<file path="config.mk">
export PLATFORM = sky130hd
export DESIGN_NAME = alu_issue_arbiter
export DESIGN_NICKNAME = d
export VERILOG_FILES = /design/src/rtl/alu_arb_pkg.sv /design/src/rtl/alu_rsp_fifo.sv /design/src/rtl/alu_issue_arbiter.sv
export SDC_FILE = /design/constraint.sdc
export NUM_CORES = 1
export LEC_CHECK = 0
export CORE_ASPECT_RATIO = 1.75
export CORE_MARGIN = 3
export CORE_UTILIZATION = 46
export CTS_BUF_LIST = sky130_fd_sc_hd__clkbuf_4 sky130_fd_sc_hd__clkbuf_8
export DETAILED_ROUTE_END_ITERATION = 7
export GPL_TIMING_DRIVEN = 0
export PLACE_DENSITY = 0.88
export SKIP_CTS_REPAIR_TIMING = 1
export SYNTH_ARGS = -nofsm -noshare
export SYNTH_HDL_FRONTEND = slang
export SYNTH_SLANG_ARGS = --single-unit
</file>
<file path="constraint.sdc">
create_clock -name clk -period 2.3 [get_ports clk]
set_input_delay 0.23 -clock clk [delete_from_list [all_inputs] [get_ports clk]]
set_output_delay 0.23 -clock clk [all_outputs]
set_load 0.005 [all_outputs]
</file>
<file path="src/rtl/alu_arb_pkg.sv">
// alu_arb_pkg: op codes, flag bit positions and sizing constants shared by the ALU issue arbiter.
package alu_arb_pkg;
  localparam logic [3:0] ALU_ADD  = 4'h0;
  localparam logic [3:0] ALU_SUB  = 4'h1;
  localparam logic [3:0] ALU_OR   = 4'h4;
  localparam logic [3:0] ALU_AND  = 4'h5;
  localparam logic [3:0] ALU_LSH  = 4'h6;
  localparam logic [3:0] ALU_RSH  = 4'h7;
  localparam logic [3:0] ALU_NOT  = 4'h8;
  localparam logic [3:0] ALU_XOR  = 4'hA;
  localparam logic [3:0] ALU_IDLE = 4'hF;
  localparam int FLG_SET = 0;
  localparam int FLG_EQ  = 1;
  localparam int FLG_GT  = 2;
  localparam int FLG_GE  = 3;
  localparam int RSP_DEPTH_MIN = 4;
endpackage

</file>
<file path="src/rtl/alu_rsp_fifo.sv">
// alu_rsp_fifo: synchronous response FIFO; head reads as zero while empty.
module alu_rsp_fifo #(
  parameter int W     = 40,
  parameter int DEPTH = 4,
  localparam int AW   = DEPTH > 1 ? $clog2(DEPTH) : 1,
  localparam int CW   = $clog2(DEPTH + 1)
) (
  input  logic          clk,
  input  logic          rst,
  input  logic          i_push,
  input  logic [W-1:0]  i_data,
  input  logic          i_pop,
  output logic [W-1:0]  o_data,
  output logic          o_valid,
  output logic [CW-1:0] o_count
);
  logic [W-1:0]  r_mem [DEPTH];
  logic [AW-1:0] r_rd, r_wr;
  logic [CW-1:0] r_count;
  logic          w_push, w_pop, w_full;
  assign w_full  = r_count == CW'(DEPTH);
  assign w_push  = i_push && !w_full;
  assign w_pop   = i_pop && r_count != '0;
  assign o_valid = r_count != '0;
  assign o_count = r_count;
  assign o_data  = o_valid ? r_mem[r_rd] : '0;
  always_ff @(posedge clk)
    if (w_push) r_mem[r_wr] <= i_data;
  always_ff @(posedge clk)
    if (rst) begin
      r_rd    <= '0;
      r_wr    <= '0;
      r_count <= '0;
    end else begin
      if (w_push) r_wr <= (r_wr == AW'(DEPTH - 1)) ? '0 : r_wr + AW'(1);
      if (w_pop) r_rd <= (r_rd == AW'(DEPTH - 1)) ? '0 : r_rd + AW'(1);
      r_count <= r_count + CW'(w_push) - CW'(w_pop);
    end
  // credit accounting upstream must make this unreachable
  a_no_overflow: assert property (@(posedge clk) disable iff (rst) !(i_push && w_full));
endmodule

</file>
<file path="src/rtl/alu_issue_arbiter.sv">
// alu_issue_arbiter: round-robin sharing of one pipelined_alu with credit-based, tagged responses.
module alu_issue_arbiter
  import alu_arb_pkg::*;
#(
  parameter int N_REQ     = 2,
  parameter int ID_W      = 4,
  parameter int RSP_DEPTH = 4
) (
  input  logic               clk,
  input  logic               rst,
  input  logic [N_REQ-1:0]   req_valid,
  output logic [N_REQ-1:0]   req_ready,
  input  logic [N_REQ*32-1:0] req_A,
  input  logic [N_REQ*32-1:0] req_B,
  input  logic [N_REQ*4-1:0] req_sel,
  output logic [31:0]        alu_A,
  output logic [31:0]        alu_B,
  output logic [3:0]         alu_sel,
  input  logic [31:0]        alu_out,
  input  logic               alu_set,
  input  logic               alu_eq,
  input  logic               alu_gt,
  input  logic               alu_ge,
  output logic               rsp_valid,
  input  logic               rsp_ready,
  output logic [ID_W-1:0]    rsp_id,
  output logic [31:0]        rsp_out,
  output logic [3:0]         rsp_flags
);
  localparam int CW = $clog2(RSP_DEPTH + 1);
  logic [ID_W-1:0] r_ptr, r_id1, r_id2, w_gnt, w_lo, w_hi;
  logic            r_v1, r_v2, w_gnt_v, w_lo_v, w_hi_v, w_credit;
  logic [3:0]      r_sel, r_flags, w_sel, w_flags;
  logic [CW-1:0]   w_count;
  // in-flight ops already own a FIFO slot, so a grant is safe without ever stalling the ALU
  assign w_credit = !rst && (int'(w_count) + int'(r_v1) + int'(r_v2) < RSP_DEPTH);
  always_comb begin
    w_lo   = '0;
    w_hi   = '0;
    w_lo_v = 1'b0;
    w_hi_v = 1'b0;
    for (int i = N_REQ - 1; i >= 0; i--)
      if (req_valid[i]) begin
        w_lo   = ID_W'(i);
        w_lo_v = 1'b1;
        if (ID_W'(i) >= r_ptr) begin
          w_hi   = ID_W'(i);
          w_hi_v = 1'b1;
        end
      end
    w_gnt_v   = w_credit && w_lo_v;
    w_gnt     = w_hi_v ? w_hi : w_lo;
    req_ready = '0;
    alu_A     = '0;
    alu_B     = '0;
    w_sel     = ALU_IDLE;
    for (int i = 0; i < N_REQ; i++)
      if (w_gnt_v && w_gnt == ID_W'(i)) begin
        req_ready[i] = 1'b1;
        alu_A        = req_A[32*i +: 32];
        alu_B        = req_B[32*i +: 32];
        w_sel        = req_sel[4*i +: 4];
      end
  end
  always_comb begin
    w_flags          = '0;
    w_flags[FLG_SET] = alu_set;
    w_flags[FLG_EQ]  = alu_eq;
    w_flags[FLG_GT]  = alu_gt;
    w_flags[FLG_GE]  = alu_ge;
  end
  always_ff @(posedge clk)
    if (rst) begin
      r_ptr   <= '0;
      r_sel   <= ALU_IDLE;
      r_v1    <= 1'b0;
      r_v2    <= 1'b0;
      r_id1   <= '0;
      r_id2   <= '0;
      r_flags <= '0;
    end else begin
      if (w_gnt_v) r_ptr <= (w_gnt == ID_W'(N_REQ - 1)) ? '0 : w_gnt + ID_W'(1);
      r_sel   <= w_sel;
      r_v1    <= w_gnt_v;
      r_id1   <= w_gnt;
      r_v2    <= r_v1;
      r_id2   <= r_id1;
      r_flags <= w_flags;
    end
  assign alu_sel = r_sel;
  alu_rsp_fifo #(.W(ID_W + 36), .DEPTH(RSP_DEPTH)) u_fifo (
    .clk     (clk),
    .rst     (rst),
    .i_push  (r_v2),
    .i_data  ({r_id2, alu_out, r_flags}),
    .i_pop   (rsp_ready),
    .o_data  ({rsp_id, rsp_out, rsp_flags}),
    .o_valid (rsp_valid),
    .o_count (w_count)
  );
endmodule

</file>
# [Word-level counts from Yosys, hierarchy flattened]
# Memories as Yosys holds them, arrays and structs flattened. A register that Yosys moved wholly into a read port is not among the register bits.
# Cells that the tools add are included.
[word_totals] regBits=29 latch_bits=0 ram_bits=160 rom_bits=0 input_bits=177 output_inout_bits=111 n_memories=1
[classes] addsub=7 mul=0 div_mod_pow=0 magnitude_cmp=3 eq_ne=4 shifts=0 n_mux=29 bitwise_logic=0 reduce_logical=10
[mem_list] name="u_fifo.r_mem" words=4 width=40 rd=1 rd_clocked_by_memory_dff=1 write_ports=1 line_no="alu_rsp_fifo.sv:17" rtl="logic [W-1:0] r_mem [DEPTH];"
[ops] op="$mux 32" n=4
[ops] op="$mux 40" n=1
[ops] op="$mux 4" n=7
[ops] op="$mux 1" n=13
[ops] op="$ge 1x4->1 const A" n=2
[ops] op="$mux 2" n=4
[ops] op="$logic_and 1x1->1" n=6
[ops] op="$add 4x1->5" n=1
[ops] op="$lt 5x3->1 const B" n=1
[ops] op="$add 2x1->2 const B" n=2
[ops] op="$add 3x1->4" n=1
[ops] op="$add 4x1->4 const B" n=1
[ops] op="$eq 2x2->1 const B" n=2
[ops] op="$eq 4x1->1 const B" n=1
[ops] op="$logic_not 4->1" n=1
[ops] op="$add 3x1->3" n=1
[ops] op="$eq 3x3->1 const B" n=1
[ops] op="$reduce_bool 3->1" n=1
[ops] op="$sub 3x1->3" n=1
[ops] op="$logic_not 1->1" n=2

# [Longest topological paths before layout]
# Gate-level depths: netlist of the first run.
[logic_depth] word_depth=10 mapped_depth=9

# [Hierarchy]
# Synthesis of the first run repeated with hierarchy kept, for this count alone.
[hier_totals] cells_unflattened=575 hier_area_um2=8313.0
[by_module_without_submodules] mod="alu_rsp_fifo" instances=1 cells_per_inst=303 area_per_inst_um2=6651.4
[by_module_without_submodules] mod="alu_issue_arbiter" instances=1 cells_per_inst=272 area_per_inst_um2=1661.6

# [Worst setup path before layout of the first run]
# Ideal clock, no wire load.
[synth_path] path_type="reg-to-reg" startpoint="reg u_fifo.r_count[1], in the netlist u_fifo.o_count[1]" endpoint="mem u_fifo.r_mem[3][0] (enable)" arrival_ns=1.677 required_time_ns=1.902 setup_slack_ns=0.225 path_stages_with_launch=4 n_path_buf=0 synth_period_minus_slack_ns=2.075 cell_sequence="dfxtp_1 > inv_1 > a31oi_2 > and2_1"
[synth_between] elab_chain_len=5
[synth_lines] item="start, declared" line_no="alu_rsp_fifo.sv:19" rtl="logic [CW-1:0] r_count;"
[synth_lines] item="start signal, assigned" line_no="alu_rsp_fifo.sv:37" rtl="r_count <= r_count + CW'(w_push) - CW'(w_pop);"
[synth_lines] item="$eq 3x3->1" line_no="alu_rsp_fifo.sv:21" rtl="assign w_full = r_count == CW'(DEPTH);"
[synth_lines] item="$logic_not 1->1" line_no="alu_rsp_fifo.sv:22" rtl="assign w_push = i_push && !w_full;"
[synth_lines] item="$logic_and 1x1->1" line_no="alu_rsp_fifo.sv:22"
[synth_lines] item="$mux 1" line_no="alu_rsp_fifo.sv:28" rtl="if (w_push) r_mem[r_wr] <= i_data;"
[synth_lines] item="$mux 1 (implied by the code)" line_no="alu_rsp_fifo.sv:28"
[synth_lines] item="end, declared" line_no="alu_rsp_fifo.sv:17"
# No other way between the ends.

# [Final worst setup path of the first run]
[layout_path] startpoint="reg u_fifo.r_count[0], in the netlist u_fifo.o_count[0]" endpoint="out alu_B[29]"
[layout_between] elab_chain_len=8
[layout_lines] item="$add 3x1->4 (*)" line_no="alu_issue_arbiter.sv:36" rtl="assign w_credit = !rst && (int'(w_count) + int'(r_v1) + int'(r_v2) < RSP_DEPTH);"
[layout_lines] item="$add 4x1->5 (*)" line_no="alu_issue_arbiter.sv:36"
[layout_lines] item="$lt 5x3->1 (*)" line_no="alu_issue_arbiter.sv:36"
[layout_lines] item="$logic_and 1x1->1 (*)" line_no="alu_issue_arbiter.sv:36"
[layout_lines] item="$logic_and 1x1->1 (*)" line_no="alu_issue_arbiter.sv:51" rtl="w_gnt_v = w_credit && w_lo_v;"
[layout_lines] item="$logic_and 1x1->1" line_no="alu_issue_arbiter.sv:58" rtl="if (w_gnt_v && w_gnt == ID_W'(i)) begin"
[layout_lines] item="$mux 32" line_no="alu_issue_arbiter.sv:58"
[layout_lines] item="$mux 32 (*)" line_no="alu_issue_arbiter.sv:58"
[layout_lines] item="end, declared" line_no="alu_issue_arbiter.sv:17" rtl="output logic [31:0] alu_B,"
# Every way passes the cells marked *; elsewhere a longest branch is shown, timed or not.

==> results of run 1 <==
[sequential cells by signal (all words and copies together) (netlist names), named ones only]
name / flops
u_fifo.r_mem: 148
alu_sel: 4
r_flags: 4
u_fifo.o_count: 3
u_fifo.r_rd: 2
u_fifo.r_wr: 2
r_id1: 1
r_id2: 1
r_ptr: 1
r_v1: 1
r_v2: 1
[per-layer routing]
layer	part of all wire, %	track usage [%]	up-vias
li1	-	-	2646
met1	33	28.00	2820
met2	53	46.22	310
met3	11	10.39	51
met4	2.8	7.280	2
met5	0.049	0	-
[cells in the final DEF (no fill, tap or decap), drive strengths merged, types with 22 or more instances in the layout]
master,netlist,final
clkdlybuf4s50,0,181
edfxtp,148,148
nand2,140,140
clkbuf,22,90
a21oi,67,67
buf,16,66
and2,41,41
mux4,37,37
dlymetal6s2s,0,33
dfxtp,22,22
[power groups by stage]
stage | Combinational [W] | Sequential [W] | Clock, W
2_1_floorplan | 0.00144 | 0.00363 | 0
6_report | 0.00361 | 0.00363 | 0.00219
3_3_place_gp | 0.00308 | 0.00364 | 0
3_5_place_dp | 0.00315 | 0.00365 | 0
4_1_cts | 0.00318 | 0.00359 | 0.00221
5_1_grt | 0.00388 | 0.00364 | 0.00235
[final timing paths]
| path | end | slack, ns | cells after the start |
|---|---|---|---|
| max reg2reg | u_fifo.o_count[2] | 0.16 | 9 |
| max | alu_B[29] | -0.27 | 9 |
| min | r_flags[3] | 0.30 | 2 |
| min reg2reg | r_id2[0] | 0.45 | 1 |
[through the flow]
stage	cell area, um^2	hold slack, ns	total power (W)	TNS [ns]	instances
final	11670	0.3001	0.009427	-12.76	1080
after global routing	11660	0.3017	0.009870	-17.96	1078
after CTS	11110	0.2820	0.008972	-68.94	1061
after detailed placement	10690	0.4344	0.006801	-37.70	1028
after global placement	10590	0.4272	0.006727	-112.03	1024
after floorplan	7507	0.3016	0.005075	0	551
[area by class of cell]
type | instances | area share (%)
flip-flops and latches | 170 | 41.98
repair buffers | 307 | 25.67
multi-input cells | 333 | 23.72
clock buffers | 27 | 3.131
plain buffers | 36 | 2.627
well taps | 189 | 2.027
clock inverters | 6 | 0.4719
inverters | 10 | 0.3217
diodes | 2 | 0.04290
[worst reg2reg max path: cells and delay by family (launching register included)]
family,cells,cell delay [ns]
adders and majority gates,3,0.84
and+or+nand+nor,3,0.59
DFF,1,0.35
xor gates and xnor gates,1,0.16
buffers and inverters,2,0.09
[kinds of logic after synthesis]
family,count (synthesis),share of synthesized area (%)
adders and majority gates,10,1.768
muxes,40,11.51
xor gates and xnor gates,1,0.1168
AOI/OAI and AO/OA,73,6.106
buffers and inverters,48,3.103
DFF,170,65.13
other,1,0.05000
and+or+nand+nor,206,12.21
==> flow_summary_export.csv, run 1 <==
group,metric,value,unit
run_status,outcome,"finished, violations left",
run_status,violations,"negative setup slack",
detailed_routing,vias,5829,
min_path,hold_path.class,"input port to flop",
timing,worst_pin_slew,0.5978,ns
synth,synth_edf_count,148,
detailed_routing,route.detailed.drc,0,
critical_path,slowest_delay,0.36,ns
global_route,grt_pass1_vias,6083,
layout,postLayoutCoreUtil,73.14,%
timing,maxSlewHeadroom,60.15,%
placement,dp_slack,-0.9008,ns
timing,max_freq,388.8,MHz
synth,synth_top_cell_by_area,"edfxtp_1",
layout,synthToLayoutAreaGrowth,55.57,%
detailed_routing,drt-total-wl,24.68,mm
critical_path,cp_max_fo,5,
floorplanning,core,15950,um^2
floorplanning,core.rowCount,61,
critical_path,cp_top_family,"buffers and inverters",
timing,final-max-slew-violation-count,0,
synth,async_reset_ff_share,0,%
detailed_routing,ant_nets,0,
power_and_ir_drop,vdd.ir_drop.worst,339.7,uV
placement,gp_congestion,0.8283,
detailed_routing,firstDrtPassIters,4,
placement,dp_hpwl,17.57,mm
detailed_routing,drt_iter0_drc,323,
global_route,grt_max_degree,24,
clocking,cts-buffers-inserted,25,
global_route,antenna_found_initial,3,
floorplanning,die_h,174.9,um
floorplanning,start_util,47.02,%
power_and_ir_drop,power_leakage,4.697,nW
placement,port_buffers,284,
layout,n_fill_cell,952,
floorplanning,boundaryPins,288,
synth,synth_common_cells,"edfxtp_1 (148), nand2_1 (140), a21oi_1 (47)",
layout,drive_gt1_share,31.27,%
critical_path,crit_top_cell,"buf_6",
clocking,root_buffer,"clkbuf_8",
synth,yosysWarnings,0,
synth,synth_top_area_share,59.26,%
layout,seq_area,4898,um^2
power_and_ir_drop,switching_share,28.42,%
critical_path,cp-startpoint,"u_fifo.o_count[0]",
critical_path,crit_type,"flop to output pin",
global_route,grt_pass1_wl,34.10,mm
timing,final_hold_viol_count,0,
detailed_routing,via_per_inst,5.397,
timing,setup_ws,-0.2719,ns
clocking,clkTransAtPathRegs,0.08,ns
critical_path,cp_cell_sequence,"ha_4, a21oi_4, or3_1, a21o_4, buf_6, buf_6, clkbuf_16, a21oi_2, buf_2",
synth,netlist_instances,549,
clocking,cts_max_level,4,
power_and_ir_drop,switching_power,0.002679,W
critical_path,crit_slowest_cell,"dfxtp_4",
synth,syn-cell-area,7500,um^2
clocking,clock_sinks,170,
power_and_ir_drop,combPwrFrac,38.3,%
layout,multi_input_area,2768,um^2
clocking,cts_tree,"done",
global_route,grt_overflow_total,0,
timing,period_needed,2.572,ns
power_and_ir_drop,p_int,0.006747,W
detailed_routing,wl_per_cell,22.85,um
min_path,hp-start,"alu_ge",
synth,synth.area.top_cells,"edfxtp_1 (59%), mux4_2 (11%), nand2_1 (7.0%)",
timing,setup_viol,70,
layout,nets,1070,
synth,yosysMostFrequentCell,"edfxtp_1",
synth,synth.distinct_cells,29,
critical_path,crit_buf_inv,4,
flow_run,max_cap_viol_count,0,
critical_path,crit_required,2.07,ns
global_route,gr-usage-all-layers,26.02,%
synth,synthFlopType,"edfxtp_1",
synth,synth_seq_cells,170,
clocking,clk_path_buf_depth,3,
critical_path,worstPathArrival,2.34,ns
critical_path,start_kind,"flop",
timing,skew,0.01607,ns
floorplanning,dieArea,17930,um^2
timing,rsz0062_at_grt,"true",
timing,finalCritPeriodShare,111.8,%
power_and_ir_drop,power_density,807.9,nW/um^2
synth,syn_avg_cell_area,13.66,um^2
clocking,clk_latency,0.48,ns
floorplanning,die_x,102.5,um
power_and_ir_drop,seq_power_share,38.5,%
synth,ys_seq_area_share,65.13,%
critical_path,crit_path_end_kind,"output pin",
power_and_ir_drop,pwr-share-clk,23.2,%
critical_path,r2r-start,"u_fifo.o_count[1]",
(Power assumes the default switching activity.)
==> inputs of run 2 (changes only) <==
--- a/config.mk
+++ b/config.mk
@@ -7,11 +7,10 @@
 export LEC_CHECK = 0
 export CORE_ASPECT_RATIO = 1.75
 export CORE_MARGIN = 3
-export CORE_UTILIZATION = 46
-export CTS_BUF_LIST = sky130_fd_sc_hd__clkbuf_4 sky130_fd_sc_hd__clkbuf_8
+export CORE_UTILIZATION = 45
 export DETAILED_ROUTE_END_ITERATION = 7
 export GPL_TIMING_DRIVEN = 0
-export PLACE_DENSITY = 0.88
+export PLACE_DENSITY = 0.87
 export SKIP_CTS_REPAIR_TIMING = 1
 export SYNTH_ARGS = -nofsm -noshare
 export SYNTH_HDL_FRONTEND = slang
==> constraint.sdc (replaced) <==
create_clock -name clk -period 3.2 [get_ports clk]
set_input_delay 0.32 -clock clk [delete_from_list [all_inputs] [get_ports clk]]
set_output_delay 0.32 -clock clk [all_outputs]
set_load 0.005 [all_outputs]
==> run 2 against run 1 <==
Effect of this change:
- the flow now finishes without violations
- clock-buffer cell count shrank 10
- via count down 1.3%
- combinational power is 37% lower
- clock skew is 0.0075 ns lower
- design area decreased by 2.5%
- non-clock buffer count decreased by 17
- die area is 2.1% higher
- worst hold slack improved by 0.16 ns
- wire length down 5.0%
==> flow_summary_export.csv, run 2 (same netlist as run 1, synthesis figures left out) <==
group,metric,value,unit
critical_path,crit_slowest_cell,"clkdlybuf4s50_1",
timing,maxSlewHeadroom,57.06,%
layout,largest_reg_flops,148,
floorplanning,die_x,103.6,um
power_and_ir_drop,vdd.ir_drop.worst,379.1,uV
timing,finalCritPeriodShare,97.75,%
floorplanning,dieArea,18310,um^2
power_and_ir_drop,switching_share,28.17,%
clocking,cts_tree,"done",
clocking,clock_sinks,170,
power_and_ir_drop,combPwrFrac,33.0,%
critical_path,r2r-end,"u_fifo.o_count[1]",
run_status,outcome,"complete, no violations",
timing,max_freq,319.7,MHz
critical_path,crit_path_end_kind,"output pin",
power_and_ir_drop,p_int,0.004939,W
layout,nets,1045,
global_route,grt_pass1_vias,5932,
critical_path,reg2reg_depth,8,
layout,postLayoutCoreUtil,70.62,%
timing,final_hold_viol_count,0,
timing,final-max-slew-violation-count,0,
power_and_ir_drop,power,0.006876,W
critical_path,cp_cell_sequence,"clkdlybuf4s50_1, o21a_1, clkbuf_1, clkbuf_1, nand2_1, a21oi_2, clkdlybuf4s50_1",
placement,port_buffers,284,
detailed_routing,wl_per_cell,21.42,um
power_and_ir_drop,switching_power,0.001937,W
critical_path,r2r_slack,0.91,ns
floorplanning,die_h,176.8,um
timing,worst_pin_slew,0.6442,ns
critical_path,slowest_delay,0.57,ns
clocking,cts-buffers-inserted,17,
global_route,grt_max_degree,33,
power_and_ir_drop,pwr-share-clk,29.5,%
detailed_routing,drt-total-wl,23.43,mm
min_path,hold_path.class,"input port to flop",
timing,period_needed,3.128,ns
clocking,clk_path_buf_depth,2,
critical_path,cp_max_fo,10,
detailed_routing,ant_nets,0,
detailed_routing,route.detailed.drc,0,
min_path,hold_end,"alu_sel[2]",
critical_path,worstPathArrival,2.81,ns
clocking,clk_latency,0.41,ns
floorplanning,core.rowCount,61,
power_and_ir_drop,seq_power_share,37.5,%
detailed_routing,drt_iter0_drc,347,
timing,skew,0.008532,ns
timing,setup_viol,0,
min_path,whs_path_depth,3,
floorplanning,core,16100,um^2
power_and_ir_drop,power_leakage,3.992,nW
global_route,grt_overflow_total,0,
floorplanning,boundaryPins,288,
floorplanning,start_util,46.57,%
global_route,grt_pass1_wl,34.70,mm
layout,layout_commonest_cell,"clkdlybuf4s50_1",
min_path,hp-start,"req_sel[2]",
clocking,root_buffer,"clkbuf_16",
placement,gp_congestion,0.8469,
detailed_routing,firstDrtPassIters,5,
power_and_ir_drop,power_density,604.5,nW/um^2
critical_path,crit_type,"input port to output pin",
global_route,gr-usage-all-layers,25.53,%
layout,synthToLayoutAreaGrowth,51.65,%
clocking,cts_max_level,4,
detailed_routing,via_per_inst,5.257,
layout,drive_gt1_share,14.01,%
critical_path,r2r-start,"u_fifo.o_count[1]",
detailed_routing,vias,5751,
flow_run,max_cap_viol_count,0,
clocking,clkTransAtPathRegs,0.07,ns
critical_path,start_kind,"input port",
global_route,antenna_found_initial,4,
placement,dp_hpwl,17.72,mm
layout,final_cell_mix,"clkdlybuf4s50_1 (281), edfxtp_1 (148), nand2_1 (140)",
critical_path,crit_required,2.88,ns
layout,top_register,"u_fifo.r_mem",
## run 2: cell count changes in the layout (fill, tap and decap cells not counted), moves of 13 or more
cell and delta:
clkbuf_8 -26, and2_1 +13, a21oi_2 -19, and2_4 -13, a21oi_1 +38, clkdlybuf4s50_1 +100, buf_2 -15, clkbuf_2 -42
dlymetal6s2s_1 -30, buf_6 -14, a21oi_4 -19
## run 2: area by class of cell
type | count | area [um^2]
repair buffers | 288 | 2945
plain buffers | 38 | 200.2
clock buffers | 17 | 425.4
well taps | 220 | 275.3
fillers | 1057 | 4731
flip-flops and latches | 170 | 4885
diodes | 3 | 7.507
multi-input cells | 333 | 2419
clock inverters | 15 | 178.9
inverters | 10 | 37.54
## run 2: power by group through the flow
| stage | sequential [W] | combinational (W) | clock [W] |
|---|---|---|---|
| finish | 0.00258 | 0.00227 | 0.00203 |
| floorplan | 0.00261 | 0.00104 | 0 |
| CTS | 0.00258 | 0.00229 | 0.00207 |
| global placement | 0.00262 | 0.00222 | 0 |
| global route | 0.00259 | 0.00245 | 0.00214 |
| detailed placement | 0.00262 | 0.00227 | 0 |
## run 2: worst max path at each step
stage	start	end	slack, ns	cells past startpoint
after detailed placement	req_valid[0]	alu_B[29]	-0.12	7
final	req_valid[1]	alu_B[30]	0.07	7
after global routing	req_valid[1]	alu_B[30]	-0.06	7
after global placement	req_valid[0]	alu_B[7]	-0.13	7
after floorplan	u_fifo.o_count[1]	u_fifo.r_mem[3][0]	1.12	3
after CTS	u_fifo.o_count[0]	alu_B[7]	-0.17	7
## run 2: worst max-delay path: cells and delay by family
family / cells / cell delay [ns]
buffers and inverters: 4 / 1.94
AOI/OAI and AO/OA: 2 / 0.37
and+or+nand+nor: 1 / 0.17
## run 2: layer usage
layer / share of wire (%) / GRT usage [%] / vias up
met3: 10 / 8.726 / 41
met1: 35 / 28.51 / 2775
met2: 52 / 45.74 / 333
li1: - / - / 2598
met5: 0.081 / 0 / -
met4: 2.5 / 8.541 / 4
## run 2: per-stage QoR
stage,setup WS (ns),setup TNS [ns],instance area (um^2),cells,hold slack (ns)
floorplan,1.125,0,7507,551,0.3916
global placement,-0.1260,-0.7684,10630,1055,0.4255
detailed placement,-0.1248,-0.4530,10730,1059,0.4433
CTS,-0.1748,-0.9064,11330,1091,0.4404
global route,-0.05963,-0.06491,11370,1093,0.4659
finish,0.07208,0,11370,1094,0.4588
==> inputs of run 3 (changes only) <==
--- a/config.mk
+++ b/config.mk
@@ -5,12 +5,15 @@
 export SDC_FILE = /design/constraint.sdc
 export NUM_CORES = 1
 export LEC_CHECK = 0
+export CAP_MARGIN = 5
 export CORE_ASPECT_RATIO = 1.75
 export CORE_MARGIN = 3
 export CORE_UTILIZATION = 45
+export CTS_CLUSTER_SIZE = 12
 export DETAILED_ROUTE_END_ITERATION = 7
 export GPL_TIMING_DRIVEN = 0
 export PLACE_DENSITY = 0.87
+export RECOVER_POWER = 25
 export SKIP_CTS_REPAIR_TIMING = 1
 export SYNTH_ARGS = -nofsm -noshare
 export SYNTH_HDL_FRONTEND = slang
==> run 3 against run 2 <==
Effect of this change:
- setup slack gained 0.030 ns
- sequential power is essentially flat
- highest routed layer unchanged
- worst hold slack lost 0.0028 ns
- global-route usage is the same
- critical endpoint is now alu_A[7]
==> flow_summary_export.csv, run 3 (same netlist as run 1, synthesis figures left out) <==
group,metric,value,unit
run_status,outcome,"complete, no violations",
timing,maxSlewHeadroom,58.35,%
floorplanning,dieArea,18310,um^2
timing,final_hold_viol_count,0,
global_route,grt_overflow_total,0,
critical_path,crit_path_end_kind,"output pin",
critical_path,slowest_delay,0.56,ns
power_and_ir_drop,power_leakage,3.998,nW
layout,layout_commonest_cell,"clkdlybuf4s50_1",
timing,period_needed,3.098,ns
critical_path,crit_slowest_cell,"clkdlybuf4s50_1",
layout,n_fill_cell,1059,
timing,hold_ws,0.4560,ns
clocking,clk_latency,0.41,ns
critical_path,cp_max_fo,10,
detailed_routing,route.detailed.drc,0,
global_route,antenna_found_initial,7,
critical_path,worstPathArrival,2.78,ns
power_and_ir_drop,power_density,604.3,nW/um^2
global_route,gr-usage-all-layers,25.53,%
layout,largest_reg_flops,148,
detailed_routing,top_layer,"met5",
critical_path,crit_required,2.88,ns
timing,setup_viol,0,
power_and_ir_drop,vdd.ir_drop.worst,380.9,uV
placement,port_buffers,284,
placement,dp_hpwl,17.72,mm
min_path,hp-start,"req_sel[2]",
detailed_routing,wl_met1,8.036,mm
global_route,grt_pass1_wl,34.70,mm
detailed_routing,firstDrtPassIters,5,
timing,max_freq,322.8,MHz
critical_path,r2r-end,"u_fifo.o_count[1]",
clocking,clkTransAtPathRegs,0.07,ns
critical_path,start_kind,"flop",
timing,final-max-slew-violation-count,0,
detailed_routing,dr_wl_met3,2.446,mm
timing,skew,0.008178,ns
detailed_routing,wl_met2,12.47,mm
detailed_routing,wl_per_cell,21.43,um
layout,multi_input_area,2419,um^2
min_path,hold_path.class,"input port to flop",
global_route,grt_max_degree,33,
floorplanning,die_x,103.6,um
layout,seq_area,4885,um^2
detailed_routing,ant_nets,0,
timing,worst_pin_slew,0.6247,ns
critical_path,r2r-start,"u_fifo.o_count[1]",
critical_path,reg2reg_depth,8,
detailed_routing,vias,5747,
critical_path,cp_cell_sequence,"ha_1, a21oi_1, or3_1, a21o_2, buf_6, buf_6, a21oi_2, clkdlybuf4s50_1",
placement,dp_slack,-0.1248,ns
critical_path,crit_top_cell,"buf_6",
layout,top_register,"u_fifo.r_mem",
timing,setup_ws,0.1025,ns
timing,finalCritPeriodShare,96.80,%
clocking,cts_tree,"done",
clocking,cts_max_level,4,
flow_run,max_cap_viol_count,0,
critical_path,crit_type,"flop to output pin",
layout,synthToLayoutAreaGrowth,51.72,%
layout,drive_gt1_share,14.01,%
layout,final_cell_mix,"clkdlybuf4s50_1 (258), edfxtp_1 (148), nand2_1 (140)",
detailed_routing,drt_iter0_drc,354,
clocking,cts-buffers-inserted,17,
global_route,grt_pass1_vias,5932,
min_path,hold_end,"alu_sel[2]",
floorplanning,core.rowCount,61,
layout,postLayoutCoreUtil,70.66,%
critical_path,r2r_slack,0.92,ns
clocking,root_buffer,"clkbuf_16",
floorplanning,die_h,176.8,um
floorplanning,boundaryPins,288,
clocking,clock_sinks,170,
floorplanning,core,16100,um^2
min_path,whs_path_depth,3,
floorplanning,start_util,46.57,%
clocking,clk_path_buf_depth,2,
layout,nets,1045,
placement,gp_congestion,0.8469,
detailed_routing,via_per_inst,5.244,
detailed_routing,drt-total-wl,23.48,mm
-- run 3: power breakdown --
group          total, W  internal (W)  switching, W
sequential      0.00258       0.00253     0.0000518
clock           0.00204       0.00112      0.000920
combinational   0.00226       0.00129      0.000972
total           0.00688       0.00493       0.00194
-- run 3: worst max-delay path by stage --
stage	endpoint	startpoint	slack [ns]	depth (start not counted)
finish	alu_A[7]	u_fifo.o_count[0]	0.10	8
global route	alu_B[30]	req_valid[1]	-0.06	7
CTS	alu_B[7]	u_fifo.o_count[0]	-0.17	7
detailed placement	alu_B[29]	req_valid[0]	-0.12	7
global placement	alu_B[7]	req_valid[0]	-0.13	7
floorplan	u_fifo.r_mem[3][0]	u_fifo.o_count[1]	1.12	3
-- run 3: final cells by class --
type                       count  share of cell area [%]
sequential                   170                   42.93
timing repair buffer         288                   25.89
multi-input combinational    333                   21.26
clock buffer                  17                   3.739
tap                          220                   2.419
buffer                        38                   1.759
clock inverter                15                   1.572
inverter                      10                  0.3299
antenna                        5                  0.1100
-- run 3: layer usage --
layer / up-vias / global-route usage [%]
met3: 35 / 8.726
met5: - / 0
met1: 2795 / 28.51
met4: 4 / 8.541
li1: 2597 / -
met2: 316 / 45.74
-- run 3: critical path: cells and delay by family, from the launching register on --
family / cells / cell delay (ns)
AOI/OAI and AO/OA: 3 / 0.52
adders and majority gates: 1 / 0.27
buffers and inverters: 3 / 0.89
DFF: 1 / 0.34
and+or+nand+nor: 1 / 0.35
-- run 3: stage by stage --
| step | cells | total power (W) | area (um^2) | TNS (ns) |
|---|---|---|---|---|
| after CTS | 1091 | 0.006939 | 11330 | -0.9064 |
| after global routing | 1096 | 0.007171 | 11380 | -0.06491 |
| after global placement | 1055 | 0.004840 | 10630 | -0.7684 |
| after floorplan | 551 | 0.003647 | 7507 | 0 |
| after detailed placement | 1059 | 0.004889 | 10730 | -0.4530 |
| final | 1096 | 0.006876 | 11380 | 0 |
